==> src/rtl/wb_arbiter_pkg.sv <==
// Shared widths, types and helpers for the register-file write-back arbiter.
// The bus-width macros live here so every file of the block sees one definition.
`ifndef WB_ARBITER_MACROS
`define WB_ARBITER_MACROS
`define RegAddrBus  4:0
`define RegDataBus  31:0
`define RegNum      31:0
`define WriteEnable 1'b1
`define WbFifoDepth 4
`define WbCntBus    2:0
`endif

package wb_arbiter_pkg;

    localparam int FIFO_DEPTH = `WbFifoDepth;

    typedef logic [`RegAddrBus] reg_addr_t;
    typedef logic [`RegDataBus] reg_data_t;
    typedef logic [`RegNum]     reg_mask_t;
    typedef logic [`WbCntBus]   cnt_t;
    typedef logic [1:0]         ptr_t;

    typedef struct packed {
        reg_addr_t des;
        reg_data_t data;
    } wb_entry_t;

    function automatic reg_mask_t onehot(input reg_addr_t a);
        reg_mask_t m;
        m    = '0;
        m[a] = 1'b1;
        return m;
    endfunction

endpackage

==> src/rtl/wb_fifo.sv <==
// Four-entry queue of pending secondary write-backs.
// Exposes per-entry destinations so the arbiter can build its pending mask.
module wb_fifo
    import wb_arbiter_pkg::*;
(
    input  logic                            clk,
    input  logic                            rst,
    input  logic                            push_i,
    input  wb_entry_t                       push_entry_i,
    input  logic                            pop_i,
    output wb_entry_t                       head_o,
    output logic                            full_o,
    output logic                            empty_o,
    output cnt_t                            count_o,
    output reg_addr_t [FIFO_DEPTH-1:0]      ent_des_o,
    output logic      [FIFO_DEPTH-1:0]      ent_vld_o
);

    wb_entry_t                 mem_q [FIFO_DEPTH];
    wb_entry_t                 mem_d [FIFO_DEPTH];
    logic [FIFO_DEPTH-1:0]     vld_q, vld_d;
    ptr_t                      wptr_q, wptr_d;
    ptr_t                      rptr_q, rptr_d;
    cnt_t                      cnt_q, cnt_d;
    logic                      do_push, do_pop;

    assign full_o  = (cnt_q == cnt_t'(FIFO_DEPTH));
    assign empty_o = (cnt_q == '0);
    assign count_o = cnt_q;
    assign head_o  = mem_q[rptr_q];
    assign ent_vld_o = vld_q;

    // Flatten entry destinations for the pending-mask decode.
    always_comb begin
        for (int i = 0; i < FIFO_DEPTH; i++) begin
            ent_des_o[i] = mem_q[i].des;
        end
    end

    // Next-state: push at write pointer, pop at read pointer, both may coincide.
    always_comb begin
        do_push = push_i && !full_o;
        do_pop  = pop_i && !empty_o;
        mem_d   = mem_q;
        vld_d   = vld_q;
        wptr_d  = wptr_q;
        rptr_d  = rptr_q;
        if (do_push) begin
            mem_d[wptr_q] = push_entry_i;
            vld_d[wptr_q] = 1'b1;
            wptr_d        = wptr_q + 2'd1;
        end
        if (do_pop) begin
            vld_d[rptr_q] = 1'b0;
            rptr_d        = rptr_q + 2'd1;
        end
        cnt_d = cnt_q + cnt_t'(do_push) - cnt_t'(do_pop);
    end

    // Queue state register; reset empties the queue.
    always_ff @(posedge clk or posedge rst) begin
        if (rst) begin
            for (int i = 0; i < FIFO_DEPTH; i++) begin
                mem_q[i] <= '0;
            end
            vld_q  <= '0;
            wptr_q <= '0;
            rptr_q <= '0;
            cnt_q  <= '0;
        end else begin
            mem_q  <= mem_d;
            vld_q  <= vld_d;
            wptr_q <= wptr_d;
            rptr_q <= rptr_d;
            cnt_q  <= cnt_d;
        end
    end

endmodule

==> src/rtl/wb_arbiter.sv <==
// Register-file write-back arbiter: pipeline writes win, multi-cycle unit
// writes queue up and drain when the pipeline port is idle.
module wb_arbiter
    import wb_arbiter_pkg::*;
(
    input  logic               clk,
    input  logic               rst,
    input  logic               p_valid,
    input  logic [`RegAddrBus] p_des,
    input  logic [`RegDataBus] p_data,
    input  logic               s_valid,
    output logic               s_ready,
    input  logic [`RegAddrBus] s_des,
    input  logic [`RegDataBus] s_data,
    output logic               w_write_reg,
    output logic [`RegAddrBus] reg_des,
    output logic [`RegDataBus] reg_data,
    output logic [`RegNum]     pend_mask,
    output logic [`WbCntBus]   fifo_cnt,
    output logic               order_err
);

    logic                       p_eff;
    logic                       s_push;
    logic                       s_pop;
    logic                       f_full;
    logic                       f_empty;
    wb_entry_t                  f_head;
    wb_entry_t                  f_in;
    reg_addr_t [FIFO_DEPTH-1:0] f_des;
    logic [FIFO_DEPTH-1:0]      f_vld;

    logic      wr_q, wr_d;
    logic      src_s_q, src_s_d;
    reg_addr_t des_q, des_d;
    reg_data_t data_q, data_d;
    logic      err_q, err_d;

    // Register 0 is hard-wired, so writes to it are dropped at the door.
    assign p_eff   = p_valid && (p_des != '0);
    assign s_ready = !f_full;
    assign s_push  = s_valid && s_ready && (s_des != '0);
    assign s_pop   = !p_eff && !f_empty;
    assign f_in    = '{des: s_des, data: s_data};

    wb_fifo u_fifo (
        .clk          (clk),
        .rst          (rst),
        .push_i       (s_push),
        .push_entry_i (f_in),
        .pop_i        (s_pop),
        .head_o       (f_head),
        .full_o       (f_full),
        .empty_o      (f_empty),
        .count_o      (fifo_cnt),
        .ent_des_o    (f_des),
        .ent_vld_o    (f_vld)
    );

    // Pending mask: queued secondary destinations plus one in the output stage.
    always_comb begin
        pend_mask = '0;
        for (int i = 0; i < FIFO_DEPTH; i++) begin
            if (f_vld[i]) begin
                pend_mask = pend_mask | onehot(f_des[i]);
            end
        end
        if (wr_q && src_s_q) begin
            pend_mask = pend_mask | onehot(des_q);
        end
    end

    // Issue selection and sticky ordering-violation detection.
    always_comb begin
        wr_d    = 1'b0;
        src_s_d = 1'b0;
        des_d   = des_q;
        data_d  = data_q;
        err_d   = err_q;
        if (p_eff) begin
            wr_d   = `WriteEnable;
            des_d  = p_des;
            data_d = p_data;
            if (pend_mask[p_des]) begin
                err_d = 1'b1;
            end
        end else if (s_pop) begin
            wr_d    = `WriteEnable;
            src_s_d = 1'b1;
            des_d   = f_head.des;
            data_d  = f_head.data;
        end
    end

    // Output write register and error flag.
    always_ff @(posedge clk or posedge rst) begin
        if (rst) begin
            wr_q    <= 1'b0;
            src_s_q <= 1'b0;
            des_q   <= '0;
            data_q  <= '0;
            err_q   <= 1'b0;
        end else begin
            wr_q    <= wr_d;
            src_s_q <= src_s_d;
            des_q   <= des_d;
            data_q  <= data_d;
            err_q   <= err_d;
        end
    end

    assign w_write_reg = wr_q;
    assign reg_des     = des_q;
    assign reg_data    = data_q;
    assign order_err   = err_q;

endmodule

==> config.mk <==
export PLATFORM = sky130hd
export DESIGN_NAME = wb_arbiter
export DESIGN_NICKNAME = d
export VERILOG_FILES = /design/src/rtl/wb_arbiter_pkg.sv /design/src/rtl/wb_fifo.sv /design/src/rtl/wb_arbiter.sv
export SDC_FILE = /design/constraint.sdc
export NUM_CORES = 1
export LEC_CHECK = 0
export ABC_AREA = 1
export BUFFER_PORTS_ARGS = -buffer_cell sky130_fd_sc_hd__buf_2
export CORE_ASPECT_RATIO = 0.5
export CORE_UTILIZATION = 40
export CTS_CLUSTER_DIAMETER = 30
export DETAILED_ROUTE_END_ITERATION = 12
export PLACE_DENSITY = 0.57
export SLEW_MARGIN = 20
export SYNTH_ARGS = -nofsm -noshare
export SYNTH_HDL_FRONTEND = slang
export SYNTH_SLANG_ARGS = --single-unit
==> constraint.sdc <==
create_clock -name clk -period 13.8 [get_ports clk]
set_input_delay 1.38 -clock clk [delete_from_list [all_inputs] [get_ports clk]]
set_output_delay 1.38 -clock clk [all_outputs]
set_load 0.02 [all_outputs]
==> impl_metrics.sql, run 1 <==
INSERT INTO impl_metrics (metric_group, metric, value, unit) VALUES
('setup_path', 'worst_setup_path_end_kind', 'flip-flop', ''),
('setup_path', 'crit_end', 'u_fifo.count_o[2]', ''),
('yosys', 'post_synth.cell_area_avg', '7.25', 'sq um'),
('drt', 'wl_per_cell', '17.0', 'um'),
('finish', 'layout-area-overhead-vs-synth', '14.8', '%'),
('yosys', 'ys_ff_latch', '199', ''),
('worst_hold_path', 'hold_start', 'u_fifo.mem_q[96]', ''),
('setup_path', 'worstReg2RegEnd', 'u_fifo.count_o[2]', ''),
('global_routing', 'number_of_global_route_vias_before_repair', '9418', ''),
('timing', 'hold_viol_final', '0', ''),
('clock_network', 'postCtsSetupRepairBufs', '0', ''),
('yosys', 'syn_nets', '1559', ''),
('finish', 'post_route_cells_drive_above_1_share', '14.1', '%'),
('yosys', 'multiplexer_share_of_the_synthesized_area', '0', '%'),
('yosys', 'synth_xor_area_share', '0.329', '%'),
('finish', 'antennaDiodeCount', '0', ''),
('clock_network', 'worst_skew_pair.late_latency', '0.44', 'ns'),
('timing', 'final-setup-viol-count', '0', ''),
('floorplanning', 'die_height', '117', 'um'),
('floorplanning', 'core_area', '25600', 'sq um'),
('yosys', 'synth_top_cell_area_share', '46.8', '%'),
('drt', 'detail_route.vias_per_cell', '5.24', ''),
('clock_network', 'cts.htree.levels', '4', ''),
('timing', 'fin_ws', '9.96', 'ns'),
('setup_path', 'path_delay_family', 'simple AND/OR/NAND/NOR gates', ''),
('flow_run', 'cap_violations', '0', ''),
('clock_network', 'clock-root-buffer', 'sky130_fd_sc_hd__clkbuf_16', ''),
('finish', 'sequential_cell_area', '4980', 'sq um'),
('clock_network', 'clock_path_buffers', '2', ''),
('global_routing', 'grt-ovfl-total', '0', ''),
('place', 'buffer_ports.inserted', '152', ''),
('setup_path', 'worst_r2r_path_depth', '8', ''),
('finish', 'regMostFlops', 'u_fifo.mem_q', ''),
('yosys', 'synth_cell_types', '32', ''),
('timing', 'worst_slew_margin_rel', '38.4', '%'),
('yosys', 'synthesis.instances', '1470', ''),
('timing', 'skew', '0.0120', 'ns'),
('yosys', 'synthSimpleGateAreaFrac', '27.9', '%'),
('finish', 'finish.utilization', '47.7', '%'),
('finish', 'finalNetCount', '1662', ''),
('timing', 'unrepaired_setup_endpoints_after_global_routing', 'no', ''),
('floorplanning', 'placement_rows', '41', ''),
('global_routing', 'antenna_found_initial', '0', ''),
('setup_path', 'critical_path_required', '14.12', 'ns'),
('finish', 'multi_input_comb_area', '4860', 'sq um'),
('clock_network', 'cts_hold_buf', '0', ''),
('yosys', 'synth_compound_area_share', '15.9', '%'),
('timing', 'final_min_period_over_clock_period', '27.8', '%'),
('timing', 'timing.setup.tns', '0', 'ns'),
('clock_network', 'clock_pin_slew_on_the_worst_setup_and_hold_paths', '0.07', 'ns'),
('finish', 'layout_common_cells', '378 x sky130_fd_sc_hd__nand2_1, 237 x sky130_fd_sc_hd__o21ai_0, 211 x sky130_fd_sc_hd__nor2_1', ''),
('power', 'powerDensity', '235', 'nW/um^2'),
('floorplanning', 'die_width', '233', 'um'),
('yosys', 'post-synth-top-area-cell', 'sky130_fd_sc_hd__dfrtp_1', ''),
('setup_path', 'critPathMaxStageDelay', '0.71', 'ns'),
('place', 'dpl.cell_count', '1898', ''),
('clock_network', 'total_number_of_clock_tree_sinks', '199', ''),
('yosys', 'yosys-top-cells-area', 'sky130_fd_sc_hd__dfrtp_1 47%, sky130_fd_sc_hd__nand2_1 13%, sky130_fd_sc_hd__o21ai_0 11%, sky130_fd_sc_hd__nor2_1 7.4%, sky130_fd_sc_hd__nand3_1 4.9%', ''),
('place', 'place.detailed.hpwl', '22800', 'um'),
('floorplanning', 'initial_utilization', '41.5', '%'),
('setup_path', 'arrival', '4.16', 'ns'),
('status', 'outcome', 'finished clean', ''),
('yosys', 'post_synth_instance_area', '10700', 'sq um'),
('timing', 'post-route-min-period', '3.84', 'ns'),
('timing', 'slew_worst_pin', '0.922', 'ns'),
('clock_network', 'cts-buffers-inserted', '17', ''),
('drt', 'drt_first_pass_iters', '6', ''),
('yosys', 'adder_and_majority_cell_fraction_of_the_synthesized_area', '1.36', '%'),
('floorplanning', 'num_io_pins', '153', ''),
('setup_path', 'worst_setup_path_start_kind', 'primary input', ''),
('finish', 'post_layout_nonfiller_instances', '1930', '');
## worst min-delay path by stage
stage | endpoint | slack (ns) | cells after the start
finish | u_fifo.mem_q[96] | 0.48 | 2
detailed placement | u_fifo.mem_q[95] | 0.47 | 2
CTS | u_fifo.mem_q[95] | 0.49 | 2
global placement | u_fifo.mem_q[40] | 0.46 | 2
global route | reg_data[8] | 0.51 | 2
floorplan | u_fifo.mem_q[68] | 0.45 | 2
## synth_stat cells
| master | instances |
|---|---|
| sky130_fd_sc_hd__a21boi_1 | 1 |
| sky130_fd_sc_hd__a21oi_1 | 31 |
| sky130_fd_sc_hd__a22o_1 | 2 |
| sky130_fd_sc_hd__a31oi_1 | 1 |
| sky130_fd_sc_hd__buf_1 | 1 |
| sky130_fd_sc_hd__buf_2 | 37 |
| sky130_fd_sc_hd__buf_4 | 2 |
| sky130_fd_sc_hd__clkbuf_1 | 36 |
| sky130_fd_sc_hd__clkbuf_2 | 2 |
| sky130_fd_sc_hd__dfrtp_1 | 199 |
| sky130_fd_sc_hd__fa_1 | 1 |
| sky130_fd_sc_hd__ha_1 | 10 |
| sky130_fd_sc_hd__inv_1 | 121 |
| sky130_fd_sc_hd__inv_2 | 6 |
| sky130_fd_sc_hd__nand2_1 | 382 |
| sky130_fd_sc_hd__nand2_2 | 2 |
| sky130_fd_sc_hd__nand3_1 | 105 |
| sky130_fd_sc_hd__nand3_2 | 2 |
| sky130_fd_sc_hd__nand4_1 | 4 |
| sky130_fd_sc_hd__nor2_1 | 211 |
| sky130_fd_sc_hd__nor2_4 | 2 |
| sky130_fd_sc_hd__nor3_1 | 6 |
| sky130_fd_sc_hd__nor3_2 | 7 |
| sky130_fd_sc_hd__o21ai_0 | 237 |
| sky130_fd_sc_hd__o21ai_1 | 13 |
| sky130_fd_sc_hd__o221ai_1 | 4 |
| sky130_fd_sc_hd__o22ai_1 | 32 |
| sky130_fd_sc_hd__o311ai_1 | 2 |
| sky130_fd_sc_hd__or2_1 | 2 |
| sky130_fd_sc_hd__or2_2 | 5 |
| sky130_fd_sc_hd__xnor2_1 | 2 |
| sky130_fd_sc_hd__xor2_1 | 2 |
## metrics by stage
step           power (mW)  cell area (sq um)  hold slack (ns)
2_1_floorplan        1.92              10700            0.448
3_3_place_gp         2.32              11600            0.461
3_5_place_dp         2.34              11600            0.468
4_1_cts              2.89              12200            0.485
5_1_grt              3.11              12200            0.507
6_report             2.88              12200            0.484
## report_power, final
group / total (mW) / internal [mW] / leakage (nW) / switching, mW
combinational: 1.28 / 0.396 / 3.46 / 0.881
clock: 0.541 / 0.312 / 0.304 / 0.229
sequential: 1.06 / 0.854 / 2.46 / 0.204
## worst reg2reg max path, delay by kind of cell, from the launching register on
family        cells  cell delay, ns
simple gates      2            0.91
fa+ha+maj         3            0.89
flops             1            0.48
xor+xnor          1            0.14
buf+inv           2            0.10
## per-layer routing
| metal | global-route usage, % | wire [um] | vias up |
|---|---|---|---|
| li1 | - | - | 4958 |
| met2 | 40.2 | 15700 | 283 |
| met5 | 0 | 0 | - |
| met3 | 3.50 | 1410 | 36 |
| met1 | 34.5 | 15100 | 4844 |
| met4 | 6.33 | 597 | 0 |
## kinds of logic after synthesis
group	after synthesis
fa+ha+maj	11
compound gates	323
simple gates	728
xor+xnor	4
buf+inv	205
flops	199
## final cells by class
type	instances	share of cell area, %
sequential	199	40.7
multi-input combinational	1066	39.7
timing repair buffer	162	6.87
inverter	127	3.96
clock buffer	20	3.65
tap	344	3.52
clock inverter	12	1.56
No activity file was read; power rests on OpenSTA's default activity.
==> inputs of run 2 (changes only) <==
clock period = 3.9 ns   (was 13.8 ns; I/O delays follow)
==> run 2 against run 1 <==
  * First-iteration DRC count is 0.10% lower
  * Register-to-register slack worse by 9.5 ns
  * Combinational power grew to 3.5 times the previous value
  * Final area is 0.10% higher
  * Clock skew is 0.0021 ns lower
  * Non-clock buffer count is 6 higher
  * Core utilization hardly changed
  * Via count is 0.50% higher
==> impl_metrics.sql, run 2 (synthesis gave the netlist of run 1 again) <==
INSERT INTO impl_metrics (metric_group, metric, value, unit) VALUES
('drt', 'detail_route.drc_violations', '0', ''),
('clock_network', 'tritoncts', 'done', ''),
('timing', 'skew', '0.00988', 'ns'),
('place', 'dpl-instance-area', '11700', 'sq um'),
('finish', 'post-route-cell-area', '12200', 'sq um'),
('timing', 'worst_slew_margin_rel', '40.0', '%'),
('floorplanning', 'die_height', '117', 'um'),
('timing', 'max_freq', '377', 'MHz'),
('global_routing', 'grt_use_met1', '34.8', '%'),
('timing', 'final-setup-viol-count', '0', ''),
('global_routing', 'grt_util_met3', '3.60', '%'),
('global_routing', 'grt_pass1_wl', '53100', 'um'),
('clock_network', 'clock-root-buffer', 'sky130_fd_sc_hd__clkbuf_16', ''),
('setup_path', 'worst_setup_path_end_kind', 'output pin', ''),
('timing', 'slew_violations', '0', ''),
('timing', 'slew_worst_pin', '0.899', 'ns'),
('setup_path', 'arrival', '2.26', 'ns'),
('place', 'place.detailed.hpwl', '23600', 'um'),
('floorplanning', 'num_io_pins', '153', ''),
('finish', 'antennaDiodeCount', '0', ''),
('global_routing', 'busiest_layer', 'met2', ''),
('setup_path', 'kind_of_critical_path', 'flip-flop to output pin', ''),
('power', 'powerDensity', '819', 'nW/um^2'),
('finish', 'layout_common_cells', '378 x sky130_fd_sc_hd__nand2_1, 237 x sky130_fd_sc_hd__o21ai_0, 211 x sky130_fd_sc_hd__nor2_1', ''),
('flow_run', 'cap_violations', '0', ''),
('global_routing', 'number_of_global_route_vias_before_repair', '9547', ''),
('global_routing', 'global_route.usage.total', '25.1', '%'),
('clock_network', 'cts.htree.levels', '4', ''),
('drt', 'drt.antenna.violating_nets', '0', ''),
('finish', 'number_of_flip_flops_under_the_largest_register_name', '128', ''),
('power', 'max-vdd-ir-drop', '450', 'uV'),
('finish', 'layout-area-overhead-vs-synth', '14.9', '%'),
('finish', 'finalNetCount', '1668', ''),
('global_routing', 'grt-ovfl-total', '0', ''),
('finish', 'post_route_cells_drive_above_1_share', '14.4', '%'),
('drt', 'drt_first_pass_iters', '5', ''),
('clock_network', 'total_number_of_clock_tree_sinks', '199', ''),
('floorplanning', 'die_width', '233', 'um'),
('clock_network', 'post_cts_resized', '0', ''),
('floorplanning', 'initial_utilization', '41.5', '%'),
('floorplanning', 'fp.dieArea', '27300', 'sq um'),
('worst_hold_path', 'min_path_type', 'primary input to flip-flop', ''),
('setup_path', 'worst_setup_path_start_kind', 'flip-flop', ''),
('drt', 'num_vias', '10200', ''),
('timing', 'unrepaired_setup_endpoints_after_global_routing', 'no', ''),
('global_routing', 'globalRouteMet2Util', '40.3', '%'),
('floorplanning', 'placement_rows', '41', ''),
('finish', 'final_common_cell', 'sky130_fd_sc_hd__nand2_1', ''),
('drt', 'detail_route.vias_per_cell', '5.25', ''),
('setup_path', 'critical_path_required', '3.51', 'ns'),
('drt', 'wl_per_cell', '17.3', 'um'),
('timing', 'timing.setup.tns', '0', 'ns'),
('clock_network', 'clock_pin_slew_on_the_worst_setup_and_hold_paths', '0.07', 'ns'),
('drt', 'drt_wl_total', '33500', 'um'),
('global_routing', 'antenna_found_initial', '0', ''),
('drt', 'detailedRoute.firstIterationViolations', '953', ''),
('global_routing', 'grt_start_max_net_pins', '121', ''),
('timing', 'hold_viol_final', '0', ''),
('clock_network', 'cts-buffers-inserted', '17', ''),
('place', 'routabilityCongestion', '0.944', ''),
('clock_network', 'worst_skew_pair.late_latency', '0.43', 'ns'),
('place', 'buffer_ports.inserted', '152', ''),
('timing', 'final_min_period_over_clock_period', '68.1', '%'),
('setup_path', 'critical_path_peak_fanout', '9', ''),
('timing', 'post-route-min-period', '2.65', 'ns'),
('floorplanning', 'core_area', '25600', 'sq um'),
('clock_network', 'clock_path_buffers', '2', ''),
('status', 'outcome', 'finished clean', ''),
('finish', 'regMostFlops', 'u_fifo.mem_q', ''),
('power', 'leakagePower', '6.24', 'nW');
[run 2: cell types whose count changed in the layout (fill, tap and decap cells not counted), moves of 2 or more]
| cell | previous run | this run |
|---|---|---|
| sky130_fd_sc_hd__clkinv_2 | 0 | 6 |
| sky130_fd_sc_hd__buf_4 | 9 | 12 |
| sky130_fd_sc_hd__buf_12 | 0 | 3 |
| sky130_fd_sc_hd__bufinv_16 | 4 | 2 |
| sky130_fd_sc_hd__inv_6 | 3 | 1 |
| sky130_fd_sc_hd__clkinvlp_4 | 2 | 4 |
| sky130_fd_sc_hd__inv_8 | 2 | 0 |
[run 2: layout make-up]
type / instances / area, sq um
Clock buffer: 19 / 443
Clock inverter: 13 / 130
Multi-Input combinational cell: 1066 / 4860
Sequential cell: 199 / 4980
Timing Repair Buffer: 168 / 921
Tap cell: 344 / 430
Inverter: 127 / 480
Fill cell: 2655 / 13400
[run 2: layer usage]
layer  routed length, um  up-vias
met4                 694        0
li1                    -     4976
met5                   0        -
met3                1430       40
met2               15900      262
met1               15500     4894
[run 2: report_power, final]
group          switching, mW  internal [mW]  total [mW]
clock network          0.770          0.957        1.73
logic                   3.08           1.43        4.51
registers              0.769           3.02        3.79
total                   4.62           5.41        10.0
[run 2: critical path, stage by stage, from the launching register on]
cell                      delay, ns
sky130_fd_sc_hd__dfrtp_1       0.48
sky130_fd_sc_hd__nor3_1        0.59
sky130_fd_sc_hd__nand2_1       0.24
sky130_fd_sc_hd__nand3_1       0.23
sky130_fd_sc_hd__or2_2         0.14
sky130_fd_sc_hd__buf_2         0.15
[run 2: worst paths after layout]
| path | startpoint | end | slack (ns) | depth (start not counted) |
|---|---|---|---|---|
| worst max-delay path | reg_des[4] | pend_mask[0] | 1.25 | 5 |
| worst max register to register | u_fifo.count_o[2] | reg_data[9] | 1.72 | 5 |
| max in group asynchronous | rst | u_fifo.mem_q[10] | 2.54 | 4 |
| worst min-delay path | p_data[28] | reg_data[28] | 0.16 | 3 |
| worst min register to register | u_fifo.mem_q[80] | u_fifo.mem_q[80] | 0.48 | 2 |
| min in group asynchronous | rst | u_fifo.mem_q[92] | 0.43 | 3 |
[run 2: repair_timing]
item,in CTS,in global routing
setup buffers,0,0
hold endpoints to repair,7,0
hold buffers,1,0
[run 2: metrics by stage]
step / util (%) / cells / hold slack [ns] / worst slack (ns) / total power [mW]
finish: 47.7 / 1936 / 0.164 / 1.25 / 10.0
detailed placement: 45.5 / 1903 / 0.340 / 1.33 / 8.32
global placement: 45.5 / 1903 / 0.337 / 1.38 / 8.25
CTS: 47.7 / 1936 / 0.157 / 1.23 / 10.1
floorplan: - / 1470 / 0.448 / 0.936 / 6.80
global route: 47.7 / 1936 / 0.170 / 1.12 / 10.9
==> inputs of run 3 (changes only) <==
clock period = 2.7 ns   (was 3.9 ns; I/O delays follow)
==> run 3 against run 2 <==
  * Power is 45% higher
  * Sequential share of layout area is 0.33 points lower
  * Critical endpoint is now pend_mask[29]
  * Sequential power is 42% higher
  * Via count is 0.67% lower
  * The run now ends with negative hold slack left
  * Critical path type unchanged
  * Die area stayed put
  * Final cell count is 0.41% higher
  * Clock skew hardly changed
  * Critical path depth is 2 higher
==> impl_metrics.sql, run 3 (synthesis gave the netlist of run 1 again) <==
INSERT INTO impl_metrics (metric_group, metric, value, unit) VALUES
('timing', 'worst_slew_margin_rel', '49.7', '%'),
('setup_path', 'critical_path_required', '2.43', 'ns'),
('drt', 'detail_route.drc_violations', '0', ''),
('place', 'buffer_ports.inserted', '152', ''),
('timing', 'slew_violations', '0', ''),
('finish', 'antennaDiodeCount', '0', ''),
('drt', 'drt_first_pass_iters', '7', ''),
('finish', 'regMostFlops', 'u_fifo.mem_q', ''),
('clock_network', 'clock_path_buffers', '2', ''),
('finish', 'finalNetCount', '1678', ''),
('global_routing', 'antenna_found_initial', '0', ''),
('timing', 'slew_worst_pin', '0.750', 'ns'),
('finish', 'number_of_flip_flops_under_the_largest_register_name', '128', ''),
('power', 'max-vdd-ir-drop', '588', 'uV'),
('timing', 'max_freq', '409', 'MHz'),
('place', 'dpl.cell_count', '1914', ''),
('global_routing', 'grt-ovfl-total', '0', ''),
('clock_network', 'clock_pin_slew_on_the_worst_setup_and_hold_paths', '0.07', 'ns'),
('floorplanning', 'placement_rows', '41', ''),
('finish', 'multi_input_comb_area', '4860', 'sq um'),
('power', 'leakagePower', '6.29', 'nW'),
('finish', 'final_common_cell', 'sky130_fd_sc_hd__nand2_1', ''),
('timing', 'hold_viol_final', '2', ''),
('timing', 'skew', '0.0100', 'ns'),
('place', 'routabilityCongestion', '0.921', ''),
('floorplanning', 'core_area', '25600', 'sq um'),
('drt', 'drt_wl_total', '33400', 'um'),
('setup_path', 'kind_of_critical_path', 'flip-flop to output pin', ''),
('drt', 'num_vias', '10100', ''),
('drt', 'detailedRoute.firstIterationViolations', '899', ''),
('global_routing', 'global_route.usage.total', '24.9', '%'),
('timing', 'worst_hold_slack', '-0.00797', 'ns'),
('setup_path', 'worst-path-buf-inv', '2', ''),
('clock_network', 'clock-root-buffer', 'sky130_fd_sc_hd__clkbuf_16', ''),
('setup_path', 'critPathMaxStageDelay', '0.49', 'ns'),
('place', 'pre_cts_slack', '0.493', 'ns'),
('global_routing', 'number_of_global_route_vias_before_repair', '9689', ''),
('place', 'place.detailed.hpwl', '24100', 'um'),
('floorplanning', 'die_width', '233', 'um'),
('clock_network', 'cts.htree.levels', '4', ''),
('drt', 'detail_route.vias_per_cell', '5.20', ''),
('timing', 'final-setup-viol-count', '0', ''),
('finish', 'sequential_cell_area', '4980', 'sq um'),
('status', 'outcome', 'complete, but fails checks', ''),
('floorplanning', 'fp.dieArea', '27300', 'sq um'),
('timing', 'final_min_period_over_clock_period', '90.6', '%'),
('status', 'violations', 'negative hold slack', ''),
('drt', 'drt.antenna.violating_nets', '0', ''),
('global_routing', 'grt_pass1_wl', '53200', 'um'),
('setup_path', 'arrival', '2.17', 'ns'),
('finish', 'layout_common_cells', '378 x sky130_fd_sc_hd__nand2_1, 237 x sky130_fd_sc_hd__o21ai_0, 211 x sky130_fd_sc_hd__nor2_1', ''),
('setup_path', 'critical_path_peak_fanout', '6', ''),
('timing', 'unrepaired_setup_endpoints_after_global_routing', 'no', ''),
('setup_path', 'worst_setup_path_start_kind', 'flip-flop', ''),
('finish', 'layout.filler_cells', '2669', ''),
('setup_path', 'worst_path_most_repeated_cell', 'sky130_fd_sc_hd__nand2_1', ''),
('power', 'powerDensity', '1180', 'nW/um^2'),
('clock_network', 'postCtsSetupRepairBufs', '0', ''),
('clock_network', 'total_number_of_clock_tree_sinks', '199', ''),
('floorplanning', 'num_io_pins', '153', ''),
('setup_path', 'path_cells', 'inv_1, nand2_1, nor2_1, nand2_1, o21ai_0, or2_2, buf_2', ''),
('clock_network', 'worst_skew_pair.late_latency', '0.43', 'ns'),
('drt', 'wl_per_cell', '17.2', 'um'),
('floorplanning', 'initial_utilization', '41.5', '%'),
('finish', 'post_layout_nonfiller_instances', '1944', ''),
('worst_hold_path', 'min_path_type', 'primary input to asynchronous set/reset pin', ''),
('setup_path', 'critPathSlowestCell', 'sky130_fd_sc_hd__nor2_1', ''),
('clock_network', 'cts-buffers-inserted', '17', ''),
('finish', 'post_route_cells_drive_above_1_share', '14.8', '%'),
('setup_path', 'worst_setup_path_end_kind', 'output pin', ''),
('flow_run', 'cap_violations', '0', ''),
('setup_path', 'path_delay_family', 'simple AND/OR/NAND/NOR gates', ''),
('timing', 'post-route-min-period', '2.44', 'ns'),
('floorplanning', 'die_height', '117', 'um'),
('clock_network', 'cts_hold_buf', '0', ''),
('clock_network', 'tritoncts', 'done', ''),
('timing', 'fin_ws', '0.255', 'ns'),
('global_routing', 'grt_start_max_net_pins', '108', ''),
('clock_network', 'post_cts_resized', '0', ''),
('finish', 'layout-area-overhead-vs-synth', '15.9', '%');
==> run 3: area by class of cell <==
cell class	instances	share of cell area [%]
clock buffer	22	3.84
timing repair buffer	178	8.46
sequential	199	40.4
multi-input combinational	1066	39.3
inverter	127	3.89
tap	344	3.49
clock inverter	8	0.618
==> run 3: metal layers <==
| layer | up-vias | track usage (%) | share of wire (%) |
|---|---|---|---|
| li1 | 4978 | - | - |
| met1 | 4845 | 34.8 | 47 |
| met2 | 238 | 40.8 | 48 |
| met3 | 43 | 2.72 | 3.3 |
| met4 | 0 | 7.35 | 2.1 |
| met5 | - | 0 | 0 |
==> run 3: per-stage QoR <==
stage | hold WS, ns | cell area [sq um] | utilization, % | power [mW] | TNS [ns]
after floorplan | 0.397 | 10700 | - | 9.82 | -28.73
after global placement | 0.461 | 11800 | 46.0 | 12.0 | 0
after detailed placement | 0.468 | 11800 | 46.0 | 12.2 | 0
after CTS | 0.0230 | 12300 | 48.1 | 14.6 | 0
after global routing | 0.0361 | 12300 | 48.1 | 15.7 | 0
final | -0.00797 | 12300 | 48.1 | 14.5 | 0
==> run 3: final timing paths <==
path | from | end | slack (ns) | cells after the start
setup / recovery | reg_des[1] | pend_mask[29] | 0.26 | 7
hold / removal | rst | u_fifo.rptr_q[0] | -0.008 | 3
setup reg to reg | u_fifo.count_o[2] | u_fifo.count_o[2] | 0.55 | 8
hold reg to reg | u_fifo.mem_q[80] | u_fifo.mem_q[80] | 0.48 | 2
max in group asynchronous | rst | u_fifo.mem_q[43] | 2.20 | 3
min in group clk | p_data[27] | reg_data[27] | 0.05 | 3
==> run 3: worst reg2reg max path: stages, from the launching register on <==
cell	delay, ns
sky130_fd_sc_hd__dfrtp_1	0.46
sky130_fd_sc_hd__nor3_2	0.46
sky130_fd_sc_hd__nor2_4	0.08
sky130_fd_sc_hd__ha_1	0.28
sky130_fd_sc_hd__inv_1	0.06
sky130_fd_sc_hd__ha_1	0.13
sky130_fd_sc_hd__inv_1	0.04
sky130_fd_sc_hd__fa_1	0.37
sky130_fd_sc_hd__xnor2_1	0.18
==> run 3: power by group <==
group	switching [mW]	internal (mW)
sequential	1.04	4.36
combinational	4.56	2.17
clock	1.09	1.33
total	6.69	7.86
